<file path="config.mk">
export PLATFORM = sky130hd
export DESIGN_NAME = instr_loader
export DESIGN_NICKNAME = d
export VERILOG_FILES = /design/src/rtl/instr_pkg.sv /design/src/rtl/instr_loader_byte_assembler.sv /design/src/rtl/instr_loader.sv
export SDC_FILE = /design/constraint.sdc
export NUM_CORES = 1
export LEC_CHECK = 0
export CAP_MARGIN = 20
export CORE_MARGIN = 1
export CORE_UTILIZATION = 55
export CTS_CLUSTER_SIZE = 16
export DETAILED_ROUTE_END_ITERATION = 16
export PLACE_DENSITY = 0.83
export SYNTH_ARGS = -nofsm -noshare
export SYNTH_HDL_FRONTEND = slang
export SYNTH_SLANG_ARGS = --single-unit
</file>
<file path="constraint.sdc">
create_clock -name CLK -period 3.8 [get_ports CLK]
set_input_delay 0.38 -clock CLK [delete_from_list [all_inputs] [get_ports CLK]]
set_output_delay 0.38 -clock CLK [all_outputs]
set_load 0.1 [all_outputs]
</file>
<file path="src/rtl/instr_pkg.sv">
// Shared definitions for the instruction loader and CPU decode:
// instruction field layout and loader state encoding.
// Optional feature macro: INSTR_LOADER_CHECKSUM_EN adds the CHK state to the ready set.
package instr_pkg;

    localparam int INSTR_W = 24;

    localparam int OPC_HI = 23;
    localparam int OPC_LO = 20;
    localparam int WA_HI  = 19;
    localparam int WA_LO  = 16;
    localparam int RA1_HI = 15;
    localparam int RA1_LO = 12;
    localparam int RA2_HI = 11;
    localparam int RA2_LO = 8;
    localparam int IMM_HI = 7;
    localparam int IMM_LO = 0;

    typedef enum logic [3:0] {
        IDLE = 4'd0,
        LEN  = 4'd1,
        B0   = 4'd2,
        B1   = 4'd3,
        B2   = 4'd4,
        WR   = 4'd5,
        CHK  = 4'd6,
        DONE = 4'd7,
        ERR  = 4'd8
    } loader_state_t;

    // States in which the loader takes a byte from the source.
    function automatic logic is_ready_state(input loader_state_t s);
        logic r;
        case (s)
            LEN, B0, B1, B2: r = 1'b1;
`ifdef INSTR_LOADER_CHECKSUM_EN
            CHK:             r = 1'b1;
`endif
            default:         r = 1'b0;
        endcase
        return r;
    endfunction

endpackage

</file>
<file path="src/rtl/instr_loader_byte_assembler.sv">
// Byte-to-instruction assembler. Keeps the two most recent bytes; the
// full word is presented combinationally together with the third byte so
// the loader can register it on the same edge the last byte is accepted.
// Optional feature macro: INSTR_LOADER_CHECKSUM_EN adds a running XOR of shifted bytes.
module byte_assembler
    import instr_pkg::*;
(
    input  logic               clk,
    input  logic               rst_n,
    input  logic               shift_en,
    input  logic [7:0]         byte_in,
`ifdef INSTR_LOADER_CHECKSUM_EN
    input  logic               acc_clr,
    output logic [7:0]         xor_o,
`endif
    output logic [INSTR_W-1:0] word_o
);

    logic [15:0] hist_q;
    logic [15:0] hist_d;

    // Next-state of the byte history.
    always_comb begin
        hist_d = hist_q;
        if (shift_en) begin
            hist_d = {hist_q[7:0], byte_in};
        end else begin
            hist_d = hist_q;
        end
    end

    // Byte history register.
    always_ff @(posedge clk or negedge rst_n) begin
        if (!rst_n) begin
            hist_q <= 16'h0000;
        end else begin
            hist_q <= hist_d;
        end
    end

    assign word_o = {hist_q, byte_in};

`ifdef INSTR_LOADER_CHECKSUM_EN
    logic [7:0] acc_q;
    logic [7:0] acc_d;

    // Running XOR of instruction bytes, cleared at the start of each load.
    always_comb begin
        acc_d = acc_q;
        if (acc_clr) begin
            acc_d = 8'h00;
        end else if (shift_en) begin
            acc_d = acc_q ^ byte_in;
        end else begin
            acc_d = acc_q;
        end
    end

    // Checksum accumulator register.
    always_ff @(posedge clk or negedge rst_n) begin
        if (!rst_n) begin
            acc_q <= 8'h00;
        end else begin
            acc_q <= acc_d;
        end
    end

    assign xor_o = acc_q;
`endif

endmodule

</file>
<file path="src/rtl/instr_loader.sv">
// Instruction loader: takes a length-prefixed byte stream, writes 24-bit
// words to instruction memory from address 0 and holds the CPU in reset
// until the whole program is in place.
// Optional feature macro: INSTR_LOADER_CHECKSUM_EN expects a trailing XOR checksum byte.
module instr_loader
    import instr_pkg::*;
#(
    parameter int ADDR_W  = 8,
    parameter int INSTR_W = 24
) (
    input  logic               CLK,
    input  logic               reset,
    input  logic               start,
    input  logic               in_valid,
    input  logic [7:0]         in_data,
    output logic               in_ready,
    output logic               mem_we,
    output logic [ADDR_W-1:0]  mem_addr,
    output logic [INSTR_W-1:0] mem_wdata,
    output logic               cpu_hold,
    output logic               done,
    output logic               err
);

    // One extra bit so a full-depth program finishes without wrapping.
    localparam int          CNT_W = ADDR_W + 1;
    localparam logic [31:0] DEPTH = 32'd1 << ADDR_W;

    loader_state_t      state_q, state_d;
    logic [CNT_W-1:0]   n_q, n_d;
    logic [CNT_W-1:0]   cnt_q, cnt_d;
    logic               in_ready_q, in_ready_d;
    logic               mem_we_q, mem_we_d;
    logic [ADDR_W-1:0]  mem_addr_q, mem_addr_d;
    logic [INSTR_W-1:0] mem_wdata_q, mem_wdata_d;
    logic               cpu_hold_q, cpu_hold_d;
    logic               done_q, done_d;
    logic               err_q, err_d;

    logic               accept_s;
    logic               shift_en_s;
    logic [INSTR_W-1:0] word_s;

    assign accept_s   = in_valid & in_ready_q;
    assign shift_en_s = accept_s & ((state_q == B0) | (state_q == B1) | (state_q == B2));

`ifdef INSTR_LOADER_CHECKSUM_EN
    logic       acc_clr_s;
    logic [7:0] xor_s;

    assign acc_clr_s = accept_s & (state_q == LEN);
`endif

    byte_assembler u_asm (
        .clk      (CLK),
        .rst_n    (reset),
        .shift_en (shift_en_s),
        .byte_in  (in_data),
`ifdef INSTR_LOADER_CHECKSUM_EN
        .acc_clr  (acc_clr_s),
        .xor_o    (xor_s),
`endif
        .word_o   (word_s)
    );

    // Next-state logic plus next values of every registered output.
    always_comb begin
        state_d     = state_q;
        n_d         = n_q;
        cnt_d       = cnt_q;
        mem_addr_d  = mem_addr_q;
        mem_wdata_d = mem_wdata_q;

        case (state_q)
            IDLE, DONE, ERR: begin
                if (start) begin
                    state_d = LEN;
                end else begin
                    state_d = state_q;
                end
            end
            LEN: begin
                if (accept_s) begin
                    n_d   = CNT_W'(in_data);
                    cnt_d = {CNT_W{1'b0}};
                    if (in_data == 8'h00) begin
`ifdef INSTR_LOADER_CHECKSUM_EN
                        state_d = CHK;
`else
                        state_d = DONE;
`endif
                    end else if ({24'h000000, in_data} > DEPTH) begin
                        state_d = ERR;
                    end else begin
                        state_d = B0;
                    end
                end else begin
                    state_d = LEN;
                end
            end
            B0: begin
                if (accept_s) begin
                    state_d = B1;
                end else begin
                    state_d = B0;
                end
            end
            B1: begin
                if (accept_s) begin
                    state_d = B2;
                end else begin
                    state_d = B1;
                end
            end
            B2: begin
                if (accept_s) begin
                    state_d     = WR;
                    mem_addr_d  = cnt_q[ADDR_W-1:0];
                    mem_wdata_d = word_s;
                end else begin
                    state_d = B2;
                end
            end
            WR: begin
                cnt_d = cnt_q + CNT_W'(1);
                if ((cnt_q + CNT_W'(1)) == n_q) begin
`ifdef INSTR_LOADER_CHECKSUM_EN
                    state_d = CHK;
`else
                    state_d = DONE;
`endif
                end else begin
                    state_d = B0;
                end
            end
            CHK: begin
`ifdef INSTR_LOADER_CHECKSUM_EN
                if (accept_s) begin
                    if (in_data == xor_s) begin
                        state_d = DONE;
                    end else begin
                        state_d = ERR;
                    end
                end else begin
                    state_d = CHK;
                end
`else
                state_d = IDLE;
`endif
            end
            default: begin
                state_d = IDLE;
            end
        endcase

        in_ready_d = is_ready_state(state_d);
        mem_we_d   = (state_d == WR);
        done_d     = (state_d == DONE);
        err_d      = (state_d == ERR);
        cpu_hold_d = (state_d != DONE);
    end

    // State, counters and registered outputs.
    always_ff @(posedge CLK or negedge reset) begin
        if (!reset) begin
            state_q     <= IDLE;
            n_q         <= {CNT_W{1'b0}};
            cnt_q       <= {CNT_W{1'b0}};
            in_ready_q  <= 1'b0;
            mem_we_q    <= 1'b0;
            mem_addr_q  <= {ADDR_W{1'b0}};
            mem_wdata_q <= {INSTR_W{1'b0}};
            cpu_hold_q  <= 1'b1;
            done_q      <= 1'b0;
            err_q       <= 1'b0;
        end else begin
            state_q     <= state_d;
            n_q         <= n_d;
            cnt_q       <= cnt_d;
            in_ready_q  <= in_ready_d;
            mem_we_q    <= mem_we_d;
            mem_addr_q  <= mem_addr_d;
            mem_wdata_q <= mem_wdata_d;
            cpu_hold_q  <= cpu_hold_d;
            done_q      <= done_d;
            err_q       <= err_d;
        end
    end

    assign in_ready  = in_ready_q;
    assign mem_we    = mem_we_q;
    assign mem_addr  = mem_addr_q;
    assign mem_wdata = mem_wdata_q;
    assign cpu_hold  = cpu_hold_q;
    assign done      = done_q;
    assign err       = err_q;

endmodule
</file>
Word level (Yosys, flattened, before mapping)
Cells that the tools add are included.
Word-level totals
  register bits: 74
  output and inout bits: 37
  logic and storage cells: 52
Operators by class
  $add $sub $neg: 1
  equality and inequality tests: 17
  muxes and demuxes: 11
  bitwise operators: 4
  reduce and logical (&&, ||, !) cells: 8
Operators by type and width (count)
  4-bit by 3-bit == test with 1-bit output (second input constant): 6
  4-bit one-hot mux with 6 select lines: 1
  9-bit one-hot mux with 2 select lines: 1
  4-bit by 2-bit == test with 1-bit output (second input constant): 4
  9-bit by 1-bit adder with 9-bit output (second input constant): 1
  9-bit by 8-bit == test with 1-bit output: 1
  3-bit two-way mux: 3
  9-bit two-way mux: 1
  4-bit by 1-bit == test with 1-bit output (second input constant): 2
  4-bit == test (second input constant): 2
  8-bit zero test: 1
  4-bit two-way mux: 2
  2-bit AND reduction: 3
  4-bit zero test: 1
  4-bit by 3-bit inequality test with 1-bit output (second input constant): 1
  4-bit OR reduction: 1
  1-bit two-way mux: 3
  3-bit OR reduction: 1
  1-bit bitwise AND: 2
  2-bit inequality test (second input constant): 1
  1-bit OR: 2
  2-bit nonzero test: 1

Depth between registers and ports, before layout
  depth in word-level cells: 7
  depth in mapped cells: 7
  gate-level depth less buffers: 6

Hierarchy
From an unflattened synthesis, not the netlist that was laid out.
Unflattened totals
  cell total of the unflattened synthesis: 269
  area total of the unflattened synthesis: 3379.5 sq um
Modules (own cells, without submodules)
  instr_loader: times used 1, cells each 227, area each 2670.1 sq um
  byte_assembler: times used 1, cells each 42, area each 709.4 sq um

Worst setup path before layout
No wires, ideal clock.
  path type: reg2reg
  start point: register in_ready_q (netlist: in_ready)
  end point: register n_q[0]
  library setup time: 125 ps
  arrival: 2187 ps
  data required time: 3675 ps
  path slack: 1488 ps
  cell stages (with the launch flop): 5
  buffers on the path: 1
  period minus slack after synthesis: 2312 ps
  cells stage by stage: dfrtp_1 -> and3b_1 -> and3b_1 -> clkbuf_1 -> mux2_2
Between the ends
  cells in the longest elaborated chain, start to end: 2
RTL lines
  from (decl): line instr_loader.sv:32  | logic in_ready_q, in_ready_d;
  from (signal assigned): line instr_loader.sv:180  | in_ready_q <= in_ready_d;
  1-bit bitwise AND: line instr_loader.sv:44  | assign accept_s = in_valid & in_ready_q;
  2-bit AND reduction (no line)
  to (signal assigned): line instr_loader.sv:167  | n_q <= {CNT_W{1'b0}};
  to (signal assigned): line instr_loader.sv:178  | n_q <= n_d;
  to (decl): line instr_loader.sv:30  | logic [CNT_W-1:0] n_q, n_d;
No other way between the ends.
A chain may end at the register's enable or synchronous reset.

Final worst setup path
  start point: register state_q[2]
  end point: register cpu_hold_q (netlist: cpu_hold)
Between the ends
  cells in the longest elaborated chain, start to end: 4
RTL lines
  from (decl): line instr_loader.sv:29  | loader_state_t state_q, state_d;
  from (signal assigned): line instr_loader.sv:177  | state_q <= state_d;
  4-bit by 3-bit == test with 1-bit output (tied with other cells): line instr_loader.sv:74  | case (state_q)
  3-bit OR reduction: line instr_loader.sv:74
  4-bit one-hot mux with 6 select lines (*): line instr_loader.sv:74
  4-bit by 3-bit inequality test with 1-bit output (*): line instr_loader.sv:160  | cpu_hold_d = (state_d != DONE);
  net cpu_hold_d: line instr_loader.sv:36  | logic cpu_hold_q, cpu_hold_d;
  to (signal assigned): line instr_loader.sv:184  | cpu_hold_q <= cpu_hold_d;
  to (decl): line instr_loader.sv:36
The timed path passes the listed nets; every way through them passes the cells marked *.

==> impl_results.md <==
- DRC viols: 0
- CP max stage delay: between 0.5 and 0.6 ns
- Clock net sink count: 74
- Asr flop ratio synth: 100%
- Final min period: 2.42 ns
- Die height: just under 80 µm
- Worst r2r dst: cpu_hold$_DFF_PN1_
- Top cell type's share of synthesized area: 55.6%
- Largest buffer count on any clock path: 2
- Seq. cell area: 1850 µm²
- Via density: 5.69
- GRT Util Overall: around 24%
- Port Buf Inserts: 48
- H-tree depth: 3
- Yosys warnings: 0
- Worst Tran Pin Value: 0.983 ns
- Total CTS buffers: 9
- Die ar.: between 6000 and 7000 µm²
- Post-synth top area cell: dfrtp_1
- Chip Width: 79.3 µm
- Post-CTS Setup Bufs: 0
- Cts hold-fix bufs: 0
- Worst r2r src: state_q[2]$_DFF_PN0_
- GRT Residual Overflow: 0
- Number of global-route vias before repair: 2283
- Post-synth top flop: dfrtp_1
- Reg2Reg Setup Slack: between 1 and 1.5 ns
- DP Wirelength: approximately 4600 µm
- Fin Setup TNS: 0 ns
- Initial antenna violation count: 0
- Worst skew pair latency: around 0.35 ns
- Area delta synth->final: 21.6%
- Share of layout cells above drive strength 1: 18.8%
- Multi-input logic area: ~1400 µm²
- Clk root buf: clkbuf_8
- Ports: between 40 and 50
- Initial core utilization: about three fifths
- Status: completed
- Crit path kind: flip-flop to flip-flop
- Mapped cell area: roughly 3300 µm²
- Final WL: ~6600 µm
- Number of synthesized register bits: 74
- Placer congestion estimate: 0.852
- DR vias: about 2300
- Top-count cell post-synth: dfrtp_1
- Final hold violation count: 0
- RSZ-0062 raised after global routing: false
- CTS tree: yes
- Slowest cell on the critical path: dfrtp_1
- CORE AREA: 5640 µm²
- Max-cap viol count: 0
- Slew margin rel.: ~34%
- CP arrival: 2.66 ns
- ANT cells: 0
- Required @ worst endpoint: between 4 and 5 ns
- Crit Path Max Fanout: 14
- Reg clk slew, reported paths: 0.08 ns
- Net count after synthesis: about 300
- FILL cells: around 400
- DR WL/cell: around 16 µm
- Max Clk Rate: 413 MHz
- Largest net degree at the start of global routing: 27
- CP Capture Type: flip-flop
- Post-CTS sizing: 0
- Post-synthesis sequential area ratio: between 50 and 60%
- CP startpoint kind: flip-flop
- Skew final: between 0.007 and 0.008 ns
- Syn Area/Cell: approximately 11 µm²
- CP cell instances: nand4bb_1 -> a2111oi_0 -> nand4_1 -> a2111oi_4 -> o21ai_0
- Reg2Reg Depth: 5
- Nets: between 300 and 400
- Setup violators final: 0
- Library cells used by synthesis: between 40 and 50
- First-pass GRT wire length: 11300 µm
- Row Count: 27
- EDFF count, synth: 0
- Initial DRC Count: roughly 190
- DRT Pass-1 Iters: 5
- DRT antenna net count: 0
- CP top delay family: compound AO/OA/AOI/OAI gates
- Top cells by count, synth: 73 x dfrtp_1, 66 x nand2_1, 41 x mux2_2
- Synthesized instance count: about 290
- Crit path buffers/inverters: 0
- Max-slew violations: 0
- Synth top area cells: dfrtp_1 56%, mux2_2 14%, nand2_1 7.5%
- Hold WC Path Type: input port to asynchronous set/reset pin
- Final worst-path cycle share: 63.8%
- Final core utilization: roughly 70%
## kinds of logic after synthesis
group	share of synthesized area (%)
AND/OR/NAND/NOR	15.9
flip-flops	56.4
buffers and inverters	2.32
multiplexers	14.1
AO/OA/AOI/OAI	7.73
adder cells (fa/ha/maj)	0.381
XOR/XNOR	3.20
## sequential cells by signal, indices dropped and copies added, names as in the netlist
signal	count
cnt_q	9
cpu_hold	1
done	1
err	1
in_ready	1
mem_addr	8
mem_wdata	24
mem_we	1
n_q	8
state_q	4
u_asm.hist_q	16
## per-layer routing
| metal | vias to the layer above | GRT usage [%] | routed length, µm |
|---|---|---|---|
| met5 | - | 0 | 0 |
| met4 | 0 | 12.2 | 145 |
| li1 | 1102 | - | - |
| met2 | 69 | 37.2 | 3160 |
| met3 | 15 | 4.02 | 244 |
| met1 | 1160 | 33.3 | 3080 |
## placed cells by master, fill, tap and decap left out, drive strengths merged, types with 3 or more instances in the layout
| master | n |
|---|---|
| dfrtp | 73 |
| nand2 | 66 |
| clkdlybuf4s50 | 47 |
| mux2 | 41 |
| o21ai | 14 |
| nor2 | 10 |
| clkbuf | 10 |
| xor2 | 6 |
| xnor2 | 6 |
| nor3 | 5 |
| nand3 | 5 |
| buf | 5 |
| a2111oi | 4 |
| clkinv | 4 |
| o21a | 3 |
| nand4 | 3 |
| and3b | 3 |
## per-stage QoR
stage	std cells	hold WS, ns	setup WS, ns	area, µm²
2_1_floorplan	288	0.0844	1.49	3280
3_5_place_dp	397	0.392	1.43	3810
3_3_place_gp	397	0.387	1.46	3810
5_1_grt	412	0.0531	1.07	4000
6_report	412	0.00773	1.38	4000
4_1_cts	412	0.0179	1.42	4000
## worst max-delay path by stage
stage                         startpoint                  to  slack [ns]  cells past startpoint
finish              state_q[2]$_DFF_PN0_  cpu_hold$_DFF_PN1_        1.38                      5
global route        state_q[2]$_DFF_PN0_  cpu_hold$_DFF_PN1_        1.07                      5
CTS                 state_q[1]$_DFF_PN0_  cpu_hold$_DFF_PN1_        1.42                      5
detailed placement  state_q[1]$_DFF_PN0_  cpu_hold$_DFF_PN1_        1.43                      5
global placement    cnt_q[0]$_DFFE_PN0P_  cpu_hold$_DFF_PN1_        1.46                      6
floorplan             in_ready$_DFF_PN0_  n_q[0]$_DFFE_PN0P_        1.49                      4
## cell type report
cell class | count | share of cell area [%]
Multi-Input combinational cell | 197 | 33.9
Sequential cell | 74 | 46.4
Clock inverter | 5 | 1.41
Inverter | 2 | 0.188
Timing Repair Buffer | 52 | 12.7
Clock buffer | 10 | 3.19
Tap cell | 72 | 2.25
Power is left out: the tool's default activity adds up to more than one toggle a clock period on the data nets, which glitch-free logic cannot reach.
